## config.mk

```make
export PLATFORM = sky130hd
export DESIGN_NAME = bcd_updown_counter
export DESIGN_NICKNAME = d
export VERILOG_FILES = /design/src/rtl/bcd_updown_counter.sv
export SDC_FILE = /design/constraint.sdc
export NUM_CORES = 1
export LEC_CHECK = 0
export CAP_MARGIN = 30
export CORE_MARGIN = 2
export CORE_UTILIZATION = 46
export DETAILED_ROUTE_END_ITERATION = 7
export PLACE_DENSITY_LB_ADDON = 0.1
export SYNTH_ARGS = -nofsm -noshare
export SYNTH_HDL_FRONTEND = slang
export SYNTH_SLANG_ARGS = --single-unit
```

## constraint.sdc

```tcl
create_clock -name clk -period 3.32 [get_ports clk]
set_clock_uncertainty 0.15 [all_clocks]
set_input_delay 0.996 -clock clk [delete_from_list [all_inputs] [get_ports clk]]
set_output_delay 0.996 -clock clk [all_outputs]
set_load 0.02 [all_outputs]
```

## src/rtl/bcd_updown_counter.sv

```systemverilog
// -----------------------------------------------------------------------------
// bcd_updown_counter
//
// Multi-digit BCD up/down counter with a 7-segment decoder per digit. It is
// fully synchronous: the step input is a level signal and is turned into
// count events by an internal rising-edge detector. It sits between the
// debounced push-button/switch inputs and the HEX display bank.
//
// Parameters
//   DIGITS    number of BCD digits (1..8); count range 0 .. 10^DIGITS-1
//   SATURATE  0 = wrap around at the limits, 1 = hold at the limits
//
// Ports
//   clk         system clock; all state changes on the rising edge
//   reset       synchronous, active-low reset (0 = reset); highest priority
//   step        count request (level); one count per 0->1 transition
//   up_down     1 = count up, 0 = count down
//   load        synchronous parallel load of load_value (beats step)
//   load_value  BCD load value, digit 0 in [3:0]; digits above 9 load as 0
//   bcd_out     registered count in BCD, digit 0 in [3:0]
//   seg_out     active-low segments, digit k in [7k+6:7k], bit 6 = a .. bit 0 = g
//   wrap        one-cycle pulse after an overflow or underflow wrap
//   at_limit    combinational: count at max when counting up, at 0 when down
//
// Optional feature
//   BCD_LEADING_ZERO_BLANK_EN  when defined, zero digits above the most
//                              significant non-zero digit are blanked on
//                              seg_out. Digit 0 always shows its value.
//                              bcd_out is not affected.
// -----------------------------------------------------------------------------
module bcd_updown_counter #(
  parameter int DIGITS   = 2,
  parameter int SATURATE = 0
) (
  input  logic                  clk,
  input  logic                  reset,
  input  logic                  step,
  input  logic                  up_down,
  input  logic                  load,
  input  logic [4*DIGITS-1:0]   load_value,
  output logic [4*DIGITS-1:0]   bcd_out,
  output logic [7*DIGITS-1:0]   seg_out,
  output logic                  wrap,
  output logic                  at_limit
);

  localparam logic [6:0] SEG_BLANK = 7'b1111111;

  // Active-low a..g pattern for one BCD digit; non-BCD codes blank.
  function automatic logic [6:0] seg_decode(input logic [3:0] digit);
    logic [6:0] seg;
    case (digit)
      4'd0:    seg = 7'b0000001;
      4'd1:    seg = 7'b1001111;
      4'd2:    seg = 7'b0010010;
      4'd3:    seg = 7'b0000110;
      4'd4:    seg = 7'b1001100;
      4'd5:    seg = 7'b0100100;
      4'd6:    seg = 7'b0100000;
      4'd7:    seg = 7'b0001111;
      4'd8:    seg = 7'b0000000;
      4'd9:    seg = 7'b0000100;
      default: seg = SEG_BLANK;
    endcase
    return seg;
  endfunction

  // ---------------------------------------------------------------------------
  // State
  // ---------------------------------------------------------------------------
  logic [4*DIGITS-1:0] count_q;
  logic [4*DIGITS-1:0] count_d;
  logic                step_q;
  logic                armed_q;
  logic                wrap_d;

  // Step edge detection. step_q follows step; armed_q stays low after reset
  // while step is held high, so a button already pressed when reset releases
  // has to be released and pressed again before it counts.
  logic ev;
  assign ev = step & ~step_q & armed_q;

  // ---------------------------------------------------------------------------
  // Increment / decrement of the whole BCD word in a single cycle. The carry
  // and borrow are resolved across all digits combinationally, so every digit
  // updates on the same edge.
  // ---------------------------------------------------------------------------
  logic [4*DIGITS-1:0] inc_val;
  logic [4*DIGITS-1:0] dec_val;
  logic                all_nine;
  logic                all_zero;

  always_comb begin : arith
    logic       carry;
    logic       borrow;
    logic [3:0] digit;
    // NOTE: every variable assigned in a combinational block gets a default
    // first; a path that leaves one unassigned would infer a latch.
    inc_val  = count_q;
    dec_val  = count_q;
    all_nine = 1'b1;
    all_zero = 1'b1;
    carry    = 1'b1;
    borrow   = 1'b1;
    digit    = 4'd0;
    for (int k = 0; k < DIGITS; k++) begin
      digit = count_q[4*k +: 4];
      if (digit != 4'd9) all_nine = 1'b0;
      if (digit != 4'd0) all_zero = 1'b0;

      if (carry) begin
        if (digit >= 4'd9) begin
          inc_val[4*k +: 4] = 4'd0;
        end else begin
          inc_val[4*k +: 4] = digit + 4'd1;
          carry             = 1'b0;
        end
      end

      if (borrow) begin
        if (digit == 4'd0) begin
          dec_val[4*k +: 4] = 4'd9;
        end else begin
          dec_val[4*k +: 4] = digit - 4'd1;
          borrow            = 1'b0;
        end
      end
    end
  end

  // Load value with any non-BCD digit replaced by 0.
  logic [4*DIGITS-1:0] load_clean;

  always_comb begin : sanitise
    load_clean = '0;
    for (int k = 0; k < DIGITS; k++) begin
      if (load_value[4*k +: 4] <= 4'd9) begin
        load_clean[4*k +: 4] = load_value[4*k +: 4];
      end
    end
  end

  // ---------------------------------------------------------------------------
  // Next count: load beats a step event, which beats hold. A wrap only happens
  // in wrap mode; in saturate mode the count simply stays at the limit.
  // ---------------------------------------------------------------------------
  always_comb begin : next_count
    count_d = count_q;
    wrap_d  = 1'b0;
    if (load) begin
      count_d = load_clean;
    end else if (ev) begin
      if (up_down) begin
        if (!(all_nine && SATURATE != 0)) begin
          count_d = inc_val;
          wrap_d  = all_nine;
        end
      end else begin
        if (!(all_zero && SATURATE != 0)) begin
          count_d = dec_val;
          wrap_d  = all_zero;
        end
      end
    end
  end

  // ---------------------------------------------------------------------------
  // Registers. Reset is synchronous and overrides load and step.
  // ---------------------------------------------------------------------------
  always_ff @(posedge clk) begin
    // NOTE: sequential state uses non-blocking assignments so every register
    // samples the pre-edge values, independent of statement order.
    if (!reset) begin
      count_q <= '0;
      step_q  <= 1'b0;
      armed_q <= ~step;
      wrap    <= 1'b0;
    end else begin
      count_q <= count_d;
      step_q  <= step;
      armed_q <= armed_q | ~step;
      wrap    <= wrap_d;
    end
  end

  assign bcd_out  = count_q;
  assign at_limit = up_down ? all_nine : all_zero;

  // ---------------------------------------------------------------------------
  // Segment decode of the registered count (no extra latency).
  // ---------------------------------------------------------------------------
`ifdef BCD_LEADING_ZERO_BLANK_EN
  always_comb begin : seg_decode_blank
    logic       nz_seen;
    logic [3:0] digit;
    seg_out = {(7*DIGITS){1'b1}};
    nz_seen = 1'b0;
    digit   = 4'd0;
    // Walk from the most significant digit down; digits are blanked until the
    // first non-zero one is seen. Digit 0 is never blanked.
    for (int k = DIGITS - 1; k >= 0; k--) begin
      digit = count_q[4*k +: 4];
      if (digit != 4'd0) nz_seen = 1'b1;
      if (!nz_seen && k != 0) begin
        seg_out[7*k +: 7] = SEG_BLANK;
      end else begin
        seg_out[7*k +: 7] = seg_decode(digit);
      end
    end
  end
`else
  always_comb begin : seg_decode_all
    seg_out = {(7*DIGITS){1'b1}};
    for (int k = 0; k < DIGITS; k++) begin
      seg_out[7*k +: 7] = seg_decode(count_q[4*k +: 4]);
    end
  end
`endif

endmodule

```

==> results.txt, run 1 <==
----------------------------------------------------
[Status]
  Run status ... finished, final reports clean

[GRT]
  Initial antenna violation count ... 0
  Vias in the first global route ... 1801
  Wire length of the first global-routing pass ... 8.05 mm
  Largest net degree at the start of global routing ... 18
  Aggregate global-route resource usage ... between 20% and 30%
  Total congestion overflow ... 0

[Place]
  Detailed Place HPWL ... about 3.6 mm
  Placement-stage cell area ... between 2000 and 2500 sq um
  Place WS ... -618 ps
  Port Buffers ... 36
  GP Congestion ... about 0.91
  Placed insts ... between 300 and 400

[Timing]
  Final count of negative-setup-slack endpoints ... 0
  Fmax ... 311 MHz
  Minimum hold slack ... about 340 ps
  Final worst slack ... 104 ps
  Hold violation count in the final report ... 0
  Minimum clock period after layout ... ~3200 ps
  Setup total negative slack ... 0 ps
  Pin slew with the least headroom to its limit ... roughly 660 ps
  Unrepaired setup endpoints after global routing ... false
  Worst rel slew slack ... approximately 56%
  Tcrit/Tclk final ... 96.9%
  Final Slew Violations ... 0

[Layout]
  Post-layout nets ... around 300
  Area growth, synth to finish ... 43.4%
  Area of all placed cells without fillers ... 2560 sq um
  Antenna Cells ... 0
  Most common library cell in the layout ignoring fill and taps ... buf_4
  Post-Layout Cell Count ... between 300 and 400
  Commonest cells after routing, fill and taps aside ... buf_4, clkdlybuf4s50_1, dfxtp_1, inv_1, ha_1
  Post-Route Utilization ... a little over two thirds
  Share of cells above drive strength 1 ... about a quarter

[Die]
  Starting Density ... 48.4%
  Site Rows ... 22
  Horizontal extent of the die ... 66.3 microns
  Die Height ... 66.3 microns
  CORE AREA ... around 3700 sq um
  Ports ... 37
  Die area ... 4400 sq um

[Synthesis]
  Synth area leader ... dfxtp_1
  Post-synth top area share ... between 20% and 30%
  Mapped cell area ... about 1800 sq um
  Simple-gate share of the synthesized area ... a little under a quarter
  Top_reg_cell synth ... dfxtp_1
  Synthesized instance count ... roughly 210
  Count of different cell masters after synthesis ... between 50 and 60
  Dominant combinational cell family by area after synthesis ... compound AO/OA/AOI/OAI gates
  Seq/Total Area, Yosys ... 28.0%
  Synthesis warning total ... 0
  Post-synthesis adder-cell area fraction ... a little under an eighth
  Multiplexer area fraction after synthesis ... around 3.4%
  Net count of the mapped netlist ... between 200 and 250
  Synth top area cells ... dfxtp_1, ha_1, inv_1
  Syn_area_per_cell ... 8.72 sq um
  Async SR Flop Fraction ... 0%
  Number of synthesized register bits ... 25
  Synth Area in XOR/XNOR ... 0.980%
  Synthesized-area fraction occupied by ao, oa, aoi and oai cells ... between 20% and 30%
  Count of flip-flops with a built-in enable after synthesis ... 0

[Clock network]
  CTS tree ... done
  Clock-pin slew on the worst setup and hold paths ... 80 ps
  Number of buffers on the longest clock path ... 2
  Root buf cell ... clkbuf_8
  H-Tree Depth ... 1
  Clk sink count ... 25
  Clock buffers created by TritonCTS ... 3
  Clk Latency, worst-skew pair ... 260 ps
  Hold-fix buffers, CTS ... 0

[Routing]
  DRC violation count after routing ... 0
  Number of search-and-repair iterations in the first detailed-routing pass ... 4
  Number of nets still failing antenna checks after routing ... 0
  Total detailed-routing wirelength ... between 4 and 5 mm
  Mean routed wirelength per cell ... between 10 and 15 microns
  Via-per-instance ratio ... 5.53
  Iteration-0 DRC Markers ... 216
  Via Count ... between 1500 and 2000

[Min path]
  Number of cells traversed by the worst hold path ... 2
  Worst min-delay path class ... flop to flop
  Critical hold path startpoint ... armed_q
  Capture endpoint of the worst hold path ... armed_q

[Power]
  Power per unit of standard cell area ... about 360 nW/um^2
  Post-layout total power ... roughly 0.92 mW
  Leakage ... ~1.1 nW
  Maximum resistive drop on vdd ... between 0.0003 and 0.0004 V

[Worst setup path]
  Critical R2R Launch ... bcd_out[1]
  Nature of the critical path startpoint ... input pin
  Peak fanout along the critical path ... 2
  Req. time, crit path ... approximately 2200 ps
  Arrival time of the worst setup path ... ~2100 ps
  Path type of the worst setup path ... input pin to output port
  Slack of the worst reg-to-reg path ... 490 ps
  RR Endpoint ... seg_out[3]
  R2R depth ... 12
  Endpoint type of the worst setup path ... output port

[Run]
  MaxCap Viol Count ... 0

----------------------------------------------------
==> metal layers <==
metal / track usage, % / share of wire (%) / up-vias / wire length, microns
li1: - / - / 897 / -
met3: 1.70 / 4.1 / 4 / 192
met5: 0 / 0 / - / 0
met4: 6.12 / 0.75 / 0 / 35
met1: 32.0 / 47 / 840 / 2190
met2: 38.9 / 48 / 50 / 2260
==> state kept, by name, indices dropped and copies added, names as in the netlist <==
name     cells
bcd_out      8
seg_out     14
armed_q      1
step_q       1
wrap         1
==> synthesized netlist by cell type, types with 2 or more instances <==
cell,n
ha_1,17
nand4_1,4
or2_2,2
and2_1,3
a32o_1,2
inv_1,18
nor3_1,2
xnor2_1,2
mux2i_1,5
nand2b_1,8
nor3b_1,6
nor4b_1,2
clkbuf_1,7
a311oi_1,3
nor2_1,10
o41ai_1,3
a211oi_2,3
nor2b_1,2
o21ai_0,12
dfxtp_1,25
a31oi_1,2
nand3b_1,6
and3_1,4
o211ai_1,3
a21oi_1,10
o221a_2,4
nand3_1,3
nand2_1,9
==> power by group <==
part | internal (mW) | switching (mW) | total [mW]
registers | 0.334 | 0.0179 | 0.352
clock network | 0.0838 | 0.0911 | 0.175
logic | 0.198 | 0.195 | 0.394
total | 0.616 | 0.304 | 0.920
==> critical path, cell delays in order <==
cell,delay [ps]
dlygate4sd2_1,250
or3b_4,370
nand2b_4,160
o21ai_4,160
buf_6,140
==> cell type report <==
type / count / area, sq um
fill: 310 / 1130
tap: 48 / 60.1
clock buffer: 3 / 41.3
sequential: 25 / 500
inverter: 20 / 75.1
clock inverter: 1 / 5.00
multi-input combinational: 150 / 1200
timing repair buffer: 77 / 681
==> how the worst max path moves through the flow <==
stage	start	endpoint	slack, ps	depth (start not counted)
detailed placement	up_down	at_limit	-620	5
global route	step	seg_out[10]	50	10
floorplan	up_down	at_limit	-1	5
CTS	up_down	at_limit	110	5
finish	up_down	at_limit	100	5
global placement	up_down	at_limit	-590	5
==> logic make-up (layout without fill, tap and decap cells) <==
group	after synthesis	count (layout)
flip-flops	25	25
adder cells (fa/ha/maj)	17	17
buffers and inverters	30	101
XOR/XNOR	2	2
multiplexers	6	6
AND/OR/NAND/NOR	68	68
AO/OA/AOI/OAI	57	57
==> timing repair <==
item,CTS,global route
endpoints found under the setup margin,4,3
gates resized for setup,10,4
pin swaps,1,0
setup buffers,1,0
No activity file was read; power rests on OpenSTA's default activity.
==> run 2: changes to the inputs <==
--- a/config.mk
+++ b/config.mk
@@ -10,6 +10,7 @@
 export CORE_UTILIZATION = 46
 export DETAILED_ROUTE_END_ITERATION = 7
 export PLACE_DENSITY_LB_ADDON = 0.1
+export SLEW_MARGIN = 20
 export SYNTH_ARGS = -nofsm -noshare
 export SYNTH_HDL_FRONTEND = slang
 export SYNTH_SLANG_ARGS = --single-unit
==> constraint.sdc (replaced) <==
create_clock -name clk -period 3.32 [get_ports clk]
set_clock_uncertainty 0.15 [all_clocks]
set_input_delay 0.996 -clock clk [delete_from_list [all_inputs] [get_ports clk]]
set_output_delay 0.996 -clock clk [all_outputs]
set_load 0.01 [all_outputs]
==> run 2 against run 1 <==
  * Sequential cell count unchanged
  * Total power down 0.62%
  * First-iteration DRC count down 65%
  * Wire length up 4.6%
  * Clock power about the same
  * Die area unchanged
  * Register-to-register slack worse by 100 ps
  * Via count up 1.9%
  * Maximum frequency down 0.30%
  * Critical endpoint unchanged
  * Largest power group unchanged
==> results.txt, run 2 (same netlist as run 1, synthesis figures left out) <==
----------------------------------------------------
[GRT]
  Largest net degree at the start of global routing ... 18 (unchanged)
  Aggregate global-route resource usage ... 23.8% (was 23.2%)
  Initial antenna violation count ... 0 (unchanged)
  Wire length of the first global-routing pass ... 8.07 mm (was 8.05 mm)
  Total congestion overflow ... 0 (unchanged)
  Vias in the first global route ... 1729 (was 1801)

[Worst setup path]
  Slowest library cell on the worst path ... or3b_4 (unchanged)
  Number of buffer and inverter stages on the critical path ... 2 (unchanged)
  Longest individual stage delay on the worst path ... 380 ps (was 370 ps)
  Req. time, crit path ... 2170 ps (about the same)
  Critical R2R Launch ... bcd_out[1] (unchanged)
  Beginning of the critical path ... up_down (unchanged)
  Sequence of cells on the critical path ... dlygate4sd2_1, or3b_4, nand2b_4, o21ai_2, buf_2 (was dlygate4sd2_1, or3b_4, nand2b_4, o21ai_4, buf_6)
  Gate family responsible for the most delay along the worst path ... simple AND/OR/NAND/NOR gates (unchanged)
  Nature of the critical path startpoint ... input pin (unchanged)
  Peak fanout along the critical path ... 2 (unchanged)
  Arrival time of the worst setup path ... 2080 ps (was 2070 ps)
  Path type of the worst setup path ... input pin to output port (unchanged)
  Endpoint type of the worst setup path ... output port (unchanged)

[Power]
  Leakage ... 1.12 nW (was 1.08 nW)
  Sequential fraction of design power ... 38.5% (was 38.2%)
  Power per unit of standard cell area ... 352 nW/um^2 (was 359 nW/um^2)
  Net Switching ... 0.288 mW (was 0.304 mW)
  Gate power share ... 42.0% (was 42.8%)
  Post-layout total power ... 0.914 mW (was 0.920 mW)
  Internal power contribution ... 0.627 mW (was 0.616 mW)
  Maximum resistive drop on vdd ... 0.000249 V (was 0.000316 V)
  Clock network fraction of total power ... 19.5% (was 19.0%)
  Switching part of the total ... 31.5% (was 33.1%)

[Layout]
  Commonest cells after routing, fill and taps aside ... buf_4, clkdlybuf4s50_1, dfxtp_1, inv_1, ha_1 (unchanged)
  Fill count ... 316 (was 310)
  Share of cells above drive strength 1 ... 27.0% (was 25.0%)
  Antenna Cells ... 0 (unchanged)
  Most common library cell in the layout ignoring fill and taps ... buf_4 (unchanged)
  Area growth, synth to finish ... 45.3% (was 43.4%)
  Flip-flop count of the largest register, all copies and words added ... 14 (unchanged)
  Post-layout nets ... 313 (was 307)

[Die]
  Horizontal extent of the die ... 66.3 microns (unchanged)
  CORE AREA ... 3690 sq um (unchanged)
  Site Rows ... 22 (unchanged)
  Die Height ... 66.3 microns (unchanged)
  Die area ... 4400 sq um (unchanged)
  Ports ... 37 (unchanged)
  Starting Density ... 48.4% (unchanged)

[Clock network]
  H-Tree Depth ... 1 (unchanged)
  Clock buffers created by TritonCTS ... 3 (unchanged)
  Clk sink count ... 25 (unchanged)
  Clock-pin slew on the worst setup and hold paths ... 80 ps (about the same)
  CTS tree ... done (unchanged)
  Root buf cell ... clkbuf_8 (unchanged)
  Hold-fix buffers, CTS ... 0 (unchanged)
  Number of buffers on the longest clock path ... 2 (unchanged)
  Clk Latency, worst-skew pair ... 270 ps (was 260 ps)

[Routing]
  Number of search-and-repair iterations in the first detailed-routing pass ... 4 (unchanged)
  Total detailed-routing wirelength ... 4.89 mm (was 4.67 mm)
  Via Count ... 1825 (was 1791)
  Iteration-0 DRC Markers ... 75 (was 216)
  Top layer used by detailed routing ... met4 (unchanged)
  WL met1 ... 2.33 mm (was 2.19 mm)
  Number of nets still failing antenna checks after routing ... 0 (unchanged)
  Via-per-instance ratio ... 5.53 (about the same)
  WL met3 ... 150 microns (was 192 microns)
  DRC violation count after routing ... 0 (unchanged)
  Mean routed wirelength per cell ... 14.8 microns (was 14.4 microns)
  Met2 wirelength from detailed routing ... 2.34 mm (was 2.26 mm)

[Min path]
  Worst min-delay path class ... flop to flop (unchanged)
  Critical hold path startpoint ... armed_q (unchanged)

[Timing]
  Final Slew Violations ... 0 (unchanged)
  Worst rel slew slack ... 54.7% (was 56.2%)
  Tcrit/Tclk final ... 97.2% (was 96.9%)
  Hold violation count in the final report ... 0 (unchanged)
  Minimum clock period after layout ... 3230 ps (was 3220 ps)
  Fmax ... 310 MHz (was 311 MHz)
  Final count of negative-setup-slack endpoints ... 0 (unchanged)
  Unrepaired setup endpoints after global routing ... false (unchanged)
  Setup total negative slack ... 0 ps (unchanged)
  Pin slew with the least headroom to its limit ... 678 ps (was 656 ps)

[Place]
  Port Buffers ... 36 (unchanged)
  GP Congestion ... 0.867 (was 0.913)
  Detailed Place HPWL ... 3.61 mm (was 3.58 mm)

[Status]
  Run status ... finished, final reports clean (unchanged)

[Run]
  MaxCap Viol Count ... 0 (unchanged)

----------------------------------------------------
[run 2: cell types whose count changed in the layout (fill, tap and decap cells not counted), sizes merged]
| cell | delta |
|---|---|
| buf | +6 |
[run 2: repair_timing]
action	in CTS	in global routing
setup endpoints to repair	2	2
gates resized for setup	8	5
buffers inserted	11	0
pin swaps	1	0
[run 2: path summary, 6_finish.rpt]
check | depth (start not counted) | slack [ps] | to
hold / removal | 2 | 330 | armed_q
setup reg to reg | 17 | 390 | wrap
setup / recovery | 5 | 90 | at_limit
hold reg to reg | 2 | 330 | armed_q
[run 2: power by group through the flow]
stage | Sequential, mW | Clock (mW) | Combinational (mW)
6_report | 0.352 | 0.178 | 0.384
5_1_grt | 0.356 | 0.192 | 0.419
4_1_cts | 0.352 | 0.182 | 0.378
3_5_place_dp | 0.358 | 0 | 0.352
3_3_place_gp | 0.357 | 0 | 0.343
2_1_floorplan | 0.374 | 0 | 0.166
[run 2: tightest hold or removal path, cell delays in order (launching register included)]
cell	delay (ps)
dfxtp_1	340
nand2_1	60
nand2_1	40
[run 2: stage by stage]
| stage | area (sq um) | hold WS [ps] | setup slack, ps | instances | util, % |
|---|---|---|---|---|---|
| after floorplan | 1790 | 294 | 30.9 | 205 | - |
| after global placement | 2440 | 302 | -526 | 315 | 66.2 |
| after detailed placement | 2440 | 315 | -599 | 315 | 66.2 |
| after CTS | 2580 | 328 | 104 | 330 | 69.9 |
| after global routing | 2600 | 365 | 62.6 | 330 | 70.4 |
| final | 2600 | 325 | 94.0 | 330 | 70.4 |
[run 2: layout make-up]
| class | instances | area, sq um | share of cell area (%) |
|---|---|---|---|
| multi-input cells | 150 | 1190 | 46.0 |
| clock buffers | 3 | 41.3 | 1.59 |
| flip-flops and latches | 25 | 500 | 19.3 |
| inverters | 20 | 75.1 | 2.89 |
| repair buffers | 83 | 719 | 27.7 |
| clock inverters | 1 | 5.00 | 0.193 |
| well taps | 48 | 60.1 | 2.31 |
[run 2: per-layer routing]
metal,GRT usage (%),up-vias
met1,32.0,872
li1,-,906
met5,0,-
met2,40.1,40
met4,7.65,0
met3,1.70,7
==> run 3: changes to the inputs <==
--- a/config.mk
+++ b/config.mk
@@ -7,7 +7,7 @@
 export LEC_CHECK = 0
 export CAP_MARGIN = 30
 export CORE_MARGIN = 2
-export CORE_UTILIZATION = 46
+export CORE_UTILIZATION = 30
 export DETAILED_ROUTE_END_ITERATION = 7
 export PLACE_DENSITY_LB_ADDON = 0.1
 export SLEW_MARGIN = 20
==> run 3 against run 2 <==
  * Sequential cell count did not move
  * Register-to-register slack gained 20 ps
  * Setup slack got worse by 25 ps
  * Wire length grew 1.3%
  * Critical endpoint unchanged
  * Sequential power about the same
  * Core utilization down 25 points
  * Critical path depth stayed put
  * Clock power up 3%
  * Combinational power down 1%
==> results.txt, run 3 (same netlist as run 1, synthesis figures left out) <==
----------------------------------------------------
[Power]
  Internal power contribution ... 0.625 mW (was 0.627 mW)
  Switching part of the total ... 31.4% (was 31.5%)
  Net Switching ... 0.287 mW (was 0.288 mW)
  Maximum resistive drop on vdd ... 0.000223 V (was 0.000249 V)
  Leakage ... 1.13 nW (was 1.12 nW)
  Post-layout total power ... 0.912 mW (was 0.914 mW)
  Power per unit of standard cell area ... 346 nW/um^2 (was 352 nW/um^2)
  Sequential fraction of design power ... 38.3% (was 38.5%)
  Gate power share ... 41.6% (was 42.0%)
  Clock network fraction of total power ... 20.1% (was 19.5%)

[Layout]
  Flip-flop count of the largest register, all copies and words added ... 14 (unchanged)
  Commonest cells after routing, fill and taps aside ... buf_4, clkdlybuf4s50_1, dfxtp_1, inv_1, ha_1 (unchanged)
  Area growth, synth to finish ... 47.3% (was 45.3%)
  Antenna Cells ... 0 (unchanged)
  Most common library cell in the layout ignoring fill and taps ... buf_4 (unchanged)
  Area of all placed cells without fillers ... 2630 sq um (was 2600 sq um)
  Post-layout nets ... 316 (was 313)
  Share of cells above drive strength 1 ... 27.0% (about the same)
  Post-Layout Cell Count ... 360 (was 330)

[Die]
  Die Height ... 81.2 microns (was 66.3 microns)
  Die area ... 6590 sq um (was 4400 sq um)
  Horizontal extent of the die ... 81.2 microns (was 66.3 microns)
  Site Rows ... 28 (was 22)
  CORE AREA ... 5850 sq um (was 3690 sq um)
  Ports ... 37 (unchanged)
  Starting Density ... 30.5% (was 48.4%)

[Routing]
  Mean routed wirelength per cell ... 13.8 microns (was 14.8 microns)
  DRC violation count after routing ... 0 (unchanged)
  Total detailed-routing wirelength ... 4.95 mm (was 4.89 mm)
  Number of search-and-repair iterations in the first detailed-routing pass ... 4 (unchanged)
  Via Count ... 1755 (was 1825)
  Via-per-instance ratio ... 4.88 (was 5.53)
  Iteration-0 DRC Markers ... 58 (was 75)
  Number of nets still failing antenna checks after routing ... 0 (unchanged)

[Place]
  Port Buffers ... 36 (unchanged)
  Placed insts ... 344 (was 315)
  Detailed Place HPWL ... 3.72 mm (was 3.61 mm)
  Place WS ... -577 ps (was -599 ps)
  GP Congestion ... 0.828 (was 0.867)
  Placement-stage cell area ... 2480 sq um (was 2440 sq um)

[Timing]
  Minimum hold slack ... 334 ps (was 325 ps)
  Pin slew with the least headroom to its limit ... 634 ps (was 678 ps)
  Final count of negative-setup-slack endpoints ... 0 (unchanged)
  Unrepaired setup endpoints after global routing ... true (was false)
  Fmax ... 308 MHz (was 310 MHz)
  Tcrit/Tclk final ... 97.9% (was 97.2%)
  Final Slew Violations ... 0 (unchanged)
  Minimum clock period after layout ... 3250 ps (was 3230 ps)
  Final worst slack ... 68.9 ps (was 94.0 ps)
  Worst rel slew slack ... 57.7% (was 54.7%)
  Hold violation count in the final report ... 0 (unchanged)

[Min path]
  Number of cells traversed by the worst hold path ... 2 (unchanged)
  Worst min-delay path class ... flop to flop (unchanged)
  Critical hold path startpoint ... armed_q (unchanged)
  Capture endpoint of the worst hold path ... armed_q (unchanged)

[GRT]
  Vias in the first global route ... 1686 (was 1729)
  Initial antenna violation count ... 0 (unchanged)
  Aggregate global-route resource usage ... 16.1% (was 23.8%)
  Wire length of the first global-routing pass ... 8.22 mm (was 8.07 mm)
  Largest net degree at the start of global routing ... 18 (unchanged)
  Total congestion overflow ... 0 (unchanged)

[Worst setup path]
  Endpoint type of the worst setup path ... output port (unchanged)
  Count of cell instances traversed by the critical path ... 5 (unchanged)
  Slack of the worst reg-to-reg path ... 410 ps (was 390 ps)
  Number of buffer and inverter stages on the critical path ... 2 (unchanged)
  Peak fanout along the critical path ... 2 (unchanged)
  Arrival time of the worst setup path ... 2110 ps (was 2080 ps)
  Req. time, crit path ... 2170 ps (about the same)
  Path type of the worst setup path ... input pin to output port (unchanged)
  Critical R2R Launch ... bcd_out[1] (unchanged)
  RR Endpoint ... wrap (unchanged)
  Gate family responsible for the most delay along the worst path ... simple AND/OR/NAND/NOR gates (unchanged)
  Sequence of cells on the critical path ... dlygate4sd2_1, or3b_4, nand2b_4, o21ai_2, buf_2 (unchanged)
  R2R depth ... 18 (was 17)
  Longest individual stage delay on the worst path ... 370 ps (was 380 ps)
  Slowest library cell on the worst path ... or3b_4 (unchanged)
  Nature of the critical path startpoint ... input pin (unchanged)

[Clock network]
  Hold-fix buffers, CTS ... 0 (unchanged)
  Clock-pin slew on the worst setup and hold paths ... 90 ps (was 80 ps)
  Root buf cell ... clkbuf_8 (unchanged)
  Clk Latency, worst-skew pair ... 270 ps (about the same)
  CTS tree ... done (unchanged)
  Clock buffers created by TritonCTS ... 3 (unchanged)
  H-Tree Depth ... 1 (unchanged)
  Clk sink count ... 25 (unchanged)
  Number of buffers on the longest clock path ... 2 (unchanged)

[Run]
  MaxCap Viol Count ... 0 (unchanged)

[Status]
  Run status ... finished, final reports clean (unchanged)

----------------------------------------------------
[run 3: power by group through the flow]
stage / Combinational (mW) / Clock (mW) / Sequential (mW)
CTS: 0.378 / 0.196 / 0.350
global route: 0.419 / 0.210 / 0.353
detailed placement: 0.351 / 0 / 0.356
floorplan: 0.166 / 0 / 0.374
finish: 0.380 / 0.183 / 0.349
global placement: 0.352 / 0 / 0.356
[run 3: per-layer routing]
| metal | vias up | wire length [microns] | track usage, % | share of wire [%] |
|---|---|---|---|---|
| li1 | 906 | - | - | - |
| met1 | 820 | 2390 | 21.2 | 48 |
| met2 | 25 | 2380 | 27.3 | 48 |
| met3 | 4 | 124 | 2.78 | 2.5 |
| met4 | 0 | 48 | 3.73 | 0.97 |
| met5 | - | 0 | 0 | 0 |
[run 3: worst register-to-register path, stage by stage (launching register included)]
cell,delay (ps)
dfxtp_1,340
inv_1,80
ha_1,210
or3b_4,240
nand2b_4,120
o21ai_2,70
buf_4,150
buf_4,120
buf_4,120
buf_4,120
buf_4,120
buf_4,120
buf_4,120
buf_4,120
buf_4,130
buf_4,120
buf_4,120
buf_4,110
nor3b_2,150
[run 3: through the flow]
stage,setup TNS [ps],util (%)
after detailed placement,-2070,42.4
after global routing,-5.99,45.0
final,0,45.0
after CTS,0,44.8
after floorplan,0,-
after global placement,-2000,42.4
[run 3: repair_timing]
item / CTS / global route
pin swaps: 1 / 0
gates resized for setup: 8 / 3
setup endpoints to repair: 1 / 2
setup buffers: 12 / 0
[run 3: worst max path at each step]
stage / slack (ps) / start / end
floorplan: 30 / up_down / at_limit
global placement: -540 / up_down / at_limit
detailed placement: -580 / up_down / at_limit
CTS: 110 / up_down / at_limit
global route: -6 / step / seg_out[10]
finish: 70 / up_down / at_limit
[run 3: cell type report]
class | count | area (sq um)
fillers | 575 | 3220
inverters | 20 | 75.1
clock buffers | 3 | 41.3
clock inverters | 1 | 5.00
flip-flops and latches | 25 | 500
multi-input cells | 150 | 1190
well taps | 75 | 93.8
repair buffers | 86 | 729
